$ cat config.mk
export PLATFORM = sky130hd
export DESIGN_NAME = kb_bcd_calc_ctrl
export DESIGN_NICKNAME = d
export VERILOG_FILES = /design/src/rtl/kb_bcd_calc_ctrl.sv
export SDC_FILE = /design/constraint.sdc
export NUM_CORES = 1
export LEC_CHECK = 0
export BUFFER_PORTS_ARGS = -buffer_cell sky130_fd_sc_hd__buf_2
export CORE_UTILIZATION = 70
export CTS_CLUSTER_DIAMETER = 120
export DETAILED_ROUTE_END_ITERATION = 16
export GPL_TIMING_DRIVEN = 0
export PLACE_DENSITY_LB_ADDON = 0.08
export SYNTH_ARGS = -nofsm -noshare
export SYNTH_HDL_FRONTEND = slang
export SYNTH_SLANG_ARGS = --single-unit
$ cat constraint.sdc
create_clock -name clk -period 13.52 [get_ports clk]
set_clock_uncertainty 0.15 [all_clocks]
set_input_delay 2.704 -clock clk [delete_from_list [all_inputs] [get_ports clk]]
set_output_delay 2.704 -clock clk [all_outputs]
set_load 0.02 [all_outputs]
$ cat src/rtl/kb_bcd_calc_ctrl.sv
// Purpose: keyboard calculator controller; builds two BCD operands and an operator from key events, computes +,-,x and shows a signed BCD result.
// Latency: result_valid fires 2*DIGITS+1+BW cycles after the accepted Enter (CVT, OP, then double-dabble).
// Backpressure: none; keys arriving while busy (Esc included) are dropped, display holds its last value.
//
// Ports:
//   clk, rst          clock and asynchronous active-low reset
//   key_valid         one-cycle strobe per make/break event
//   last_change       9-bit scancode of the event, bit 8 = E0 prefix
//   key_make          1 = press (only presses are acted on)
//   disp_bcd          RES_DIGITS BCD digits, digit 0 in [3:0]
//   disp_neg          displayed result is negative
//   busy              high through conversion, operation and double-dabble
//   result_valid      one-cycle pulse when a fresh result is loaded
//   state_dbg         current FSM state encoding
module kb_bcd_calc_ctrl #(
    parameter int DIGITS     = 2,
    parameter int RES_DIGITS = 2*DIGITS,
    parameter int BW         = 7*DIGITS
) (
    input  logic                    clk,
    input  logic                    rst,
    input  logic                    key_valid,
    input  logic [8:0]              last_change,
    input  logic                    key_make,
    output logic [4*RES_DIGITS-1:0] disp_bcd,
    output logic                    disp_neg,
    output logic                    busy,
    output logic                    result_valid,
    output logic [2:0]              state_dbg
);
    localparam int AW = 4*DIGITS;
    localparam int RW = 4*RES_DIGITS;
    localparam int CW = 3;
    localparam int YW = 5;
    localparam logic [CW-1:0] CNT_MAX  = CW'(DIGITS);
    localparam logic [YW-1:0] CVT_LAST = YW'(2*DIGITS-1);
    localparam logic [YW-1:0] DD_LAST  = YW'(BW-1);

    typedef enum logic [2:0] {
        ENT_A = 3'd0,
        ENT_B = 3'd1,
        CVT   = 3'd2,
        OP    = 3'd3,
        DD    = 3'd4,
        SHOW  = 3'd5
    } state_t;

    typedef enum logic [1:0] {
        OP_ADD = 2'd0,
        OP_SUB = 2'd1,
        OP_MUL = 2'd2
    } op_t;

    typedef enum logic [2:0] {
        K_NONE = 3'd0,
        K_DIG  = 3'd1,
        K_OP   = 3'd2,
        K_ENT  = 3'd3,
        K_ESC  = 3'd4,
        K_BSP  = 3'd5
    } kind_t;

    state_t          state;
    op_t             op;
    logic [AW-1:0]   a_bcd, b_bcd;
    logic [CW-1:0]   cnt_a, cnt_b;
    logic [2*AW-1:0] cvt_sr;
    logic [BW-1:0]   acc_a, acc_b, res_bin;
    logic            res_neg;
    logic [RW-1:0]   dd_bcd;
    logic [YW-1:0]   cyc;

    // Key classification; break events never produce a kind.
    kind_t      kind;
    logic [3:0] kdig;
    op_t        kop;

    always_comb begin
        kind = K_NONE;
        kdig = 4'd0;
        kop  = OP_ADD;
        if (key_valid && key_make) begin
            case (last_change)
                9'h045, 9'h070: begin kind = K_DIG; kdig = 4'd0; end
                9'h016, 9'h069: begin kind = K_DIG; kdig = 4'd1; end
                9'h01E, 9'h072: begin kind = K_DIG; kdig = 4'd2; end
                9'h026, 9'h07A: begin kind = K_DIG; kdig = 4'd3; end
                9'h025, 9'h06B: begin kind = K_DIG; kdig = 4'd4; end
                9'h02E, 9'h073: begin kind = K_DIG; kdig = 4'd5; end
                9'h036, 9'h074: begin kind = K_DIG; kdig = 4'd6; end
                9'h03D, 9'h06C: begin kind = K_DIG; kdig = 4'd7; end
                9'h03E, 9'h075: begin kind = K_DIG; kdig = 4'd8; end
                9'h046, 9'h07D: begin kind = K_DIG; kdig = 4'd9; end
                9'h079:         begin kind = K_OP;  kop  = OP_ADD; end
                9'h07B:         begin kind = K_OP;  kop  = OP_SUB; end
                9'h07C:         begin kind = K_OP;  kop  = OP_MUL; end
                9'h05A, 9'h15A: kind = K_ENT;
                9'h076:         kind = K_ESC;
                9'h066:         kind = K_BSP;
                default:        kind = K_NONE;
            endcase
        end
    end

    // Operand edit values: push a digit in at the LSD, or drop the LSD.
    logic [AW-1:0] a_push, a_pop, b_push, b_pop;
    always_comb begin
        a_push = (a_bcd << 4) | AW'(kdig);
        a_pop  = a_bcd >> 4;
        b_push = (b_bcd << 4) | AW'(kdig);
        b_pop  = b_bcd >> 4;
    end

    // BCD->binary step: the top nibble of {A,B} feeds acc*10+digit,
    // A for the first DIGITS cycles, B for the rest.
    logic [3:0]    cvt_dig;
    logic [BW-1:0] cvt_src, cvt_acc;
    always_comb begin
        cvt_dig = cvt_sr[2*AW-1 -: 4];
        cvt_src = (cyc < YW'(DIGITS)) ? acc_a : acc_b;
        cvt_acc = (cvt_src << 3) + (cvt_src << 1) + BW'(cvt_dig);
    end

    // Double-dabble step: correct nibbles >=5, then shift {bcd, bin} left.
    logic [RW-1:0]    dd_adj;
    logic [RW+BW-1:0] dd_shift;
    always_comb begin
        dd_adj = dd_bcd;
        for (int i = 0; i < RES_DIGITS; i++) begin
            if (dd_bcd[4*i +: 4] >= 4'd5)
                dd_adj[4*i +: 4] = dd_bcd[4*i +: 4] + 4'd3;
        end
        dd_shift = {dd_adj, res_bin} << 1;
    end

    // Esc only acts in the idle states; during busy it is dropped.
    logic do_clear;
    always_comb begin
        do_clear = (kind == K_ESC) &&
                   ((state == ENT_A) || (state == ENT_B) || (state == SHOW));
    end

    always_ff @(posedge clk or negedge rst) begin
        if (!rst) begin
            state        <= ENT_A;
            op           <= OP_ADD;
            a_bcd        <= '0;
            b_bcd        <= '0;
            cnt_a        <= '0;
            cnt_b        <= '0;
            cvt_sr       <= '0;
            acc_a        <= '0;
            acc_b        <= '0;
            res_bin      <= '0;
            res_neg      <= 1'b0;
            dd_bcd       <= '0;
            cyc          <= '0;
            disp_bcd     <= '0;
            disp_neg     <= 1'b0;
            busy         <= 1'b0;
            result_valid <= 1'b0;
        end else begin
            result_valid <= 1'b0;
            if (do_clear) begin
                state    <= ENT_A;
                op       <= OP_ADD;
                a_bcd    <= '0;
                b_bcd    <= '0;
                cnt_a    <= '0;
                cnt_b    <= '0;
                disp_bcd <= '0;
                disp_neg <= 1'b0;
            end else begin
                case (state)
                    ENT_A: begin
                        case (kind)
                            K_DIG: if (cnt_a < CNT_MAX) begin
                                a_bcd    <= a_push;
                                cnt_a    <= cnt_a + CW'(1);
                                disp_bcd <= RW'(a_push);
                            end
                            K_BSP: if (cnt_a != '0) begin
                                a_bcd    <= a_pop;
                                cnt_a    <= cnt_a - CW'(1);
                                disp_bcd <= RW'(a_pop);
                            end
                            K_OP: begin
                                op       <= kop;
                                state    <= ENT_B;
                                disp_bcd <= RW'(b_bcd);
                            end
                            default: ;
                        endcase
                    end
                    ENT_B: begin
                        case (kind)
                            K_DIG: if (cnt_b < CNT_MAX) begin
                                b_bcd    <= b_push;
                                cnt_b    <= cnt_b + CW'(1);
                                disp_bcd <= RW'(b_push);
                            end
                            K_BSP: if (cnt_b != '0) begin
                                b_bcd    <= b_pop;
                                cnt_b    <= cnt_b - CW'(1);
                                disp_bcd <= RW'(b_pop);
                            end
                            // The operator can still be changed until B has a digit.
                            K_OP: if (cnt_b == '0) op <= kop;
                            K_ENT: begin
                                state  <= CVT;
                                busy   <= 1'b1;
                                cvt_sr <= {a_bcd, b_bcd};
                                acc_a  <= '0;
                                acc_b  <= '0;
                                cyc    <= '0;
                            end
                            default: ;
                        endcase
                    end
                    CVT: begin
                        if (cyc < YW'(DIGITS)) acc_a <= cvt_acc;
                        else                   acc_b <= cvt_acc;
                        cvt_sr <= cvt_sr << 4;
                        if (cyc == CVT_LAST) state <= OP;
                        else                 cyc   <= cyc + YW'(1);
                    end
                    OP: begin
                        res_neg <= 1'b0;
                        case (op)
                            OP_SUB: begin
                                if (acc_a >= acc_b) begin
                                    res_bin <= acc_a - acc_b;
                                end else begin
                                    res_bin <= acc_b - acc_a;
                                    res_neg <= 1'b1;
                                end
                            end
                            OP_MUL:  res_bin <= acc_a * acc_b;
                            default: res_bin <= acc_a + acc_b;
                        endcase
                        dd_bcd <= '0;
                        cyc    <= '0;
                        state  <= DD;
                    end
                    DD: begin
                        dd_bcd  <= dd_shift[RW+BW-1:BW];
                        res_bin <= dd_shift[BW-1:0];
                        cyc     <= cyc + YW'(1);
                        if (cyc == DD_LAST) begin
                            state        <= SHOW;
                            busy         <= 1'b0;
                            disp_bcd     <= dd_shift[RW+BW-1:BW];
                            disp_neg     <= res_neg;
                            result_valid <= 1'b1;
                        end
                    end
                    SHOW: begin
                        // A digit starts a fresh calculation with that digit as A.
                        if (kind == K_DIG) begin
                            a_bcd    <= AW'(kdig);
                            cnt_a    <= CW'(1);
                            b_bcd    <= '0;
                            cnt_b    <= '0;
                            disp_bcd <= RW'(kdig);
                            disp_neg <= 1'b0;
                            state    <= ENT_A;
                        end
                    end
                    default: state <= ENT_A;
                endcase
            end
        end
    end

    assign state_dbg = state;

endmodule

-- Word-level counts from Yosys, hierarchy flattened
Cells that the tools add are included.
- register bits after elaboration: 126
- word-level logic and storage cells: 227
- $add $sub $neg: 14
- multiply operators: 1
- magnitude comparators: 8
- eq/ne operators: 60
- muxes and demuxes: 82
- bitwise gates (word level): 3
- reductions and logical operators: 42
- operators with widths (operator ; number):
    equality test 9 x 7 -> 1 bit (second input constant) ; 18
    2-to-1 mux 16 bit ; 8
    one-hot mux 14 bit (2 select lines) ; 4
    one-hot mux 16 bit (2 select lines) ; 3
    2-to-1 mux 8 bit ; 8
    one-hot mux 16 bit (4 select lines) ; 1
    one-hot mux 8 bit (2 select lines) ; 4
    2-to-1 mux 14 bit ; 4
    equality test 9 x 6 -> 1 bit (second input constant) ; 6
    one-hot mux 16 bit (3 select lines) ; 1
    2-to-1 mux 3 bit ; 15
    one-hot mux 4 bit (9 select lines) ; 1
    adder 14 bit ; 2
    subtractor 14 bit ; 2
    one-hot mux 3 bit (2 select lines) ; 4
    one-hot mux 5 bit (4 select lines) ; 1
    AND reduction 4 bit ; 5
    OR reduction 2 bit ; 10
    OR reduction 20 bit ; 1
    equality test 9 x 5 -> 1 bit (second input constant) ; 2
    one-hot mux 3 bit (6 select lines) ; 1
    nonzero test 3 bit ; 6
    greater-or-equal comparator 4 x 3 -> 1 bit (second input constant) ; 4
    2-to-1 mux 4 bit ; 4
    other kinds (45) ; 95

-- Depth between registers and ports, before layout
- depth after elaboration: 9
- gate-level depth with buffers: 23

-- Worst setup path after synthesis
OpenSTA, ideal clock, no wires.
- kind: register -> register
- start: register acc_b[2]
- end: register res_bin[12]
- arrival time: 5543 ps
- required time: 13237 ps
- slack: 7694 ps
- cell stages (with the launch flop): 24
- path buffers: 1
- cells stage by stage: dfrtp_1 inv_1 clkbuf_1 nor2_1 fa_1 inv_1 fa_1 inv_1 fa_1 inv_1 fa_1 inv_1 fa_1 inv_1 fa_1 inv_1 ha_1 or3_1 o21ai_0 a21oi_1 a31oi_1 xnor2_1 a2111oi_0 o31ai_1
- word-level cells in the longest chain between the ends: 4
- RTL lines (what ; RTL line ; RTL):
    start, declared ; 68 ; logic [BW-1:0] acc_a, acc_b, res_bin;
    start signal, assigned ; 222 ; else acc_b <= cvt_acc;
    parallel branches: the longest is 2 deep, another holds multiplier 14 x 14 -> 14 bit ; -- ;
    one-hot mux 14 bit (2 select lines) (*) ; 229 ; case (op)
    one-hot mux 14 bit (2 select lines) (*) ; 174 ; case (state)
    end signal, assigned ; 232 ; res_bin <= acc_a - acc_b;
    end signal, assigned ; 234 ; res_bin <= acc_b - acc_a;
    end signal, assigned ; 238 ; OP_MUL: res_bin <= acc_a * acc_b;
    end, declared ; 68 ;
Every way passes the cells marked *.
A chain may end at the register's enable or synchronous reset.

-- Final worst setup path
- start: register acc_a[1]
- end: register res_bin[13]
- word-level cells in the longest chain between the ends: 4
- RTL lines (what ; RTL line ; RTL):
    start, declared ; 68 ;
    start signal, assigned ; 221 ; if (cyc < YW'(DIGITS)) acc_a <= cvt_acc;
    parallel branches: the longest is 2 deep, another holds multiplier 14 x 14 -> 14 bit ; -- ;
    one-hot mux 14 bit (2 select lines) (*) ; 229 ;
    one-hot mux 14 bit (2 select lines) (*) ; 174 ;
Marked as above.

==> summary.md <==
| Metric | Value |
|---|---|
| Status | finished, final reports clean |
| Req. time, crit path | 13.65 ns |
| Tcrit/Tclk final | 52.5% |
| Flip-flop and latch area | 3150 sq um |
| Synth unique cells | 84 |
| CP max FO | 10 |
| Most common cell in the synthesized netlist | nand2_1 |
| Initial antenna violation count | 0 |
| LEAKAGE | 6.55 nW |
| Drt total wl | 36900 um |
| Post-synth ARST share | 100% |
| Postcts setup bufs | 0 |
| Syn Inst Count | 1488 |
| Root buf cell | clkbuf_16 |
| Busiest layer in global routing | met2 |
| CTS Buf Count | 17 |
| Critical path's slowest cell | clkinv_1 |
| GRT met1 Usage | 57.8% |
| Multi-input logic area | 8480 sq um |
| Unrepaired setup endpoints after global routing | false |
| Share of layout cells above drive strength 1 | 7.59% |
| Vias per Instance | 6.54 |
| Port-buffer cells | 33 |
| Die Area | 18400 sq um |
| Leading area contributor after synthesis | dfrtp_1 |
| Setup CP Type | reg -> reg |
| Clock transition at path regs | 0.06 ns |
| Pre-CTS setup slack | 6.62 ns |
| Max IR drop VDD | 148 uV |
| Avg Synthesized Cell Area | 8.41 sq um |
| Met3 Use GR | 9.32% |
| Vias in the first global route | 11.0k |
| Fillers | 1214 |
| CTS tree | yes |
| Worst Slack Setup Final | 6.42 ns |
| Die Ht | 136 um |
| Clk_lat worst skew | 0.43 ns |
| Largest net degree at the start of global routing | 74 |
| Fmax | 141 MHz |
| Top post-synthesis cells by count | nand2_1, inv_1, dfrtp_1, nor2_1, ha_1 |
| Area grow syn2layout | 8.89% |
| Yosys warning count | 0 |
| Synth top area cells | dfrtp_1, ha_1, fa_1, nand2_1, inv_1 |
| Die width | 136 um |
| WL/cell | 20.7 um |
| I/O pins | 35 |
| Final setup TNS | 0 ns |
| Nets | 1732 |
| Ant. Diodes | 0 |
| Worst setup SP type | flip-flop |
| Max clock buf depth | 2 |
| Final setup viols | 0 |
| Hold/Removal Path Class | reg -> reg |
| Routability cong. | 1.00 |
| P per Cell Area | 181 nW/um^2 |
| CP top delay family | adder cells |
| Crit-path max cell delay | 0.61 ns |
| Num Clock Sinks | 126 |
| First-pass GRT wire length | 58100 um |
| GRT Residual Overflow | 0 |
| Top cell type's share of synthesized area | 25.2% |
| DP Wirelength | 27900 um |
| Slew headroom | 13.8% |
| Met2 GRT Util | 63.6% |
| Drt pass-1 iters | 5 |
| Final ANT Viol Nets | 0 |
| Mapped Nets | 1679 |
| Total Power | 2.46 mW |
| Seq/Total Area, Yosys | 25.2% |
| Final hold violation count | 0 |
| Critical Path, Cell by Cell | clkbuf_1 -> clkinv_1 -> nor2_1 -> fa_1 -> fa_1 -> ha_1 -> ha_1 -> inv_1 -> fa_1 -> fa_1 -> inv_1 -> ha_1 -> nor2b_1 -> a311oi_1 -> a21oi_1 -> a31oi_1 -> o21ai_0 -> xnor2_1 -> a221oi_1 -> o31ai_1 |
| CP dominant cell by count | fa_1 |
| Tmin final | 7.10 ns |
| CP Buf/Inv Count | 4 |
| Starting Density | 72.1% |
| Worst-Margin Slew | 1.28 ns |
| Vias | 11.6k |
| Synth Register Bits | 126 |
| Post-synth EDFFs | 0 |
| CTS Hold Bufs | 0 |
| Num rows | 48 |
| Post-CTS Resized | 0 |
| Gr usage total | 41.5% |
| Max-cap check violation count | 0 |
| Most used DFF post-synth | dfrtp_1 |
| Iter 0 DRT Violations | 1315 |
| Max-slew violation count | 0 |
| Core area | 17400 sq um |
| Worst Path Arrival | 7.23 ns |
| Setup crit end kind | flip-flop |
| DRC errors left | 0 |
| H-tree levels | 4 |
| Post-Syn Area | 12500 sq um |
==> stage by stage <==
stage	hold slack, ns	std cells	util (%)	cell area (sq um)
floorplan	0.300	1488	-	12500
global placement	0.309	1746	74.7	13000
detailed placement	0.316	1747	74.9	13000
CTS	0.331	1779	78.5	13600
global route	0.369	1779	78.5	13600
finish	0.333	1779	78.5	13600
==> area by class of cell <==
type,instances,share of cell area (%)
Timing Repair Buffer,34,1.46
Clock inverter,12,1.36
Sequential cell,126,23.1
Clock buffer,20,3.28
Inverter,148,4.08
Tap cell,225,2.07
Multi-Input combinational cell,1139,62.2
Buffer,75,2.41
==> metal layers <==
metal,part of all wire [%],vias up
li1,-,5240
met1,42,5625
met2,45,651
met3,9.7,121
met4,3.2,0
met5,0,-
==> worst min-delay path, delay by kind of cell, from the launching register on <==
family	cells	cell delay, ns
AND/OR/NAND/NOR	1	0.04
flip-flops	1	0.34
AO/OA/AOI/OAI	1	0.06
==> logic make-up after synthesis <==
logic type,Yosys count,synth area share [%]
compound gates,363,19.2
buf+inv,223,7.06
flops,126,25.2
simple gates,482,17.8
xor+xnor,65,4.55
fa+ha+maj,178,21.6
mux,51,4.64
==> sequential cells by signal, summed over array words and instances, names as in the netlist, 2 cells and up <==
signal / count
cyc: 5
cvt_sr: 16
cnt_b: 3
acc_a: 14
op: 2
b_bcd: 8
a_bcd: 8
cnt_a: 3
dd_bcd: 16
state_dbg: 3
res_bin: 14
disp_bcd: 16
acc_b: 14
==> final timing paths <==
| path | end | cells after the start | slack (ns) | start |
|---|---|---|---|---|
| worst max register to register | res_bin[13] | 20 | 6.42 | acc_a[1] |
| min in group asynchronous | disp_bcd[9] | 1 | 2.07 | rst |
| max in group asynchronous | acc_a[11] | 2 | 10.38 | rst |
| worst min-delay path | cvt_sr[12] | 2 | 0.33 | cvt_sr[8] |
| worst min register to register | cvt_sr[12] | 2 | 0.33 | cvt_sr[8] |
| worst max-delay path | res_bin[13] | 20 | 6.42 | acc_a[1] |
==> power by group <==
part | internal [mW] | switching, mW | total, mW | leakage, nW
sequential | 0.454 | 0.0924 | 0.546 | 1.72
combinational | 0.523 | 0.900 | 1.42 | 4.53
clock | 0.315 | 0.180 | 0.495 | 0.305
==> placed cells by master, fill, tap and decap left out, drive strengths merged, types with 11 or more instances in the layout <==
| cell | count |
|---|---|
| nor2b | 17 |
| a21o | 31 |
| a31oi | 18 |
| xnor2 | 50 |
| mux2 | 26 |
| o21ai | 105 |
| clkbuf | 79 |
| dfrtp | 126 |
| nor3 | 39 |
| a211oi | 11 |
| nand3 | 11 |
| nand2 | 211 |
| mux2i | 25 |
| nand2b | 14 |
| a22oi | 15 |
| buf | 50 |
| a21oi | 71 |
| o31ai | 12 |
| nor2 | 121 |
| ha | 115 |
| inv | 145 |
| xor2 | 15 |
| fa | 63 |
Power figures use the tool's default switching activity.
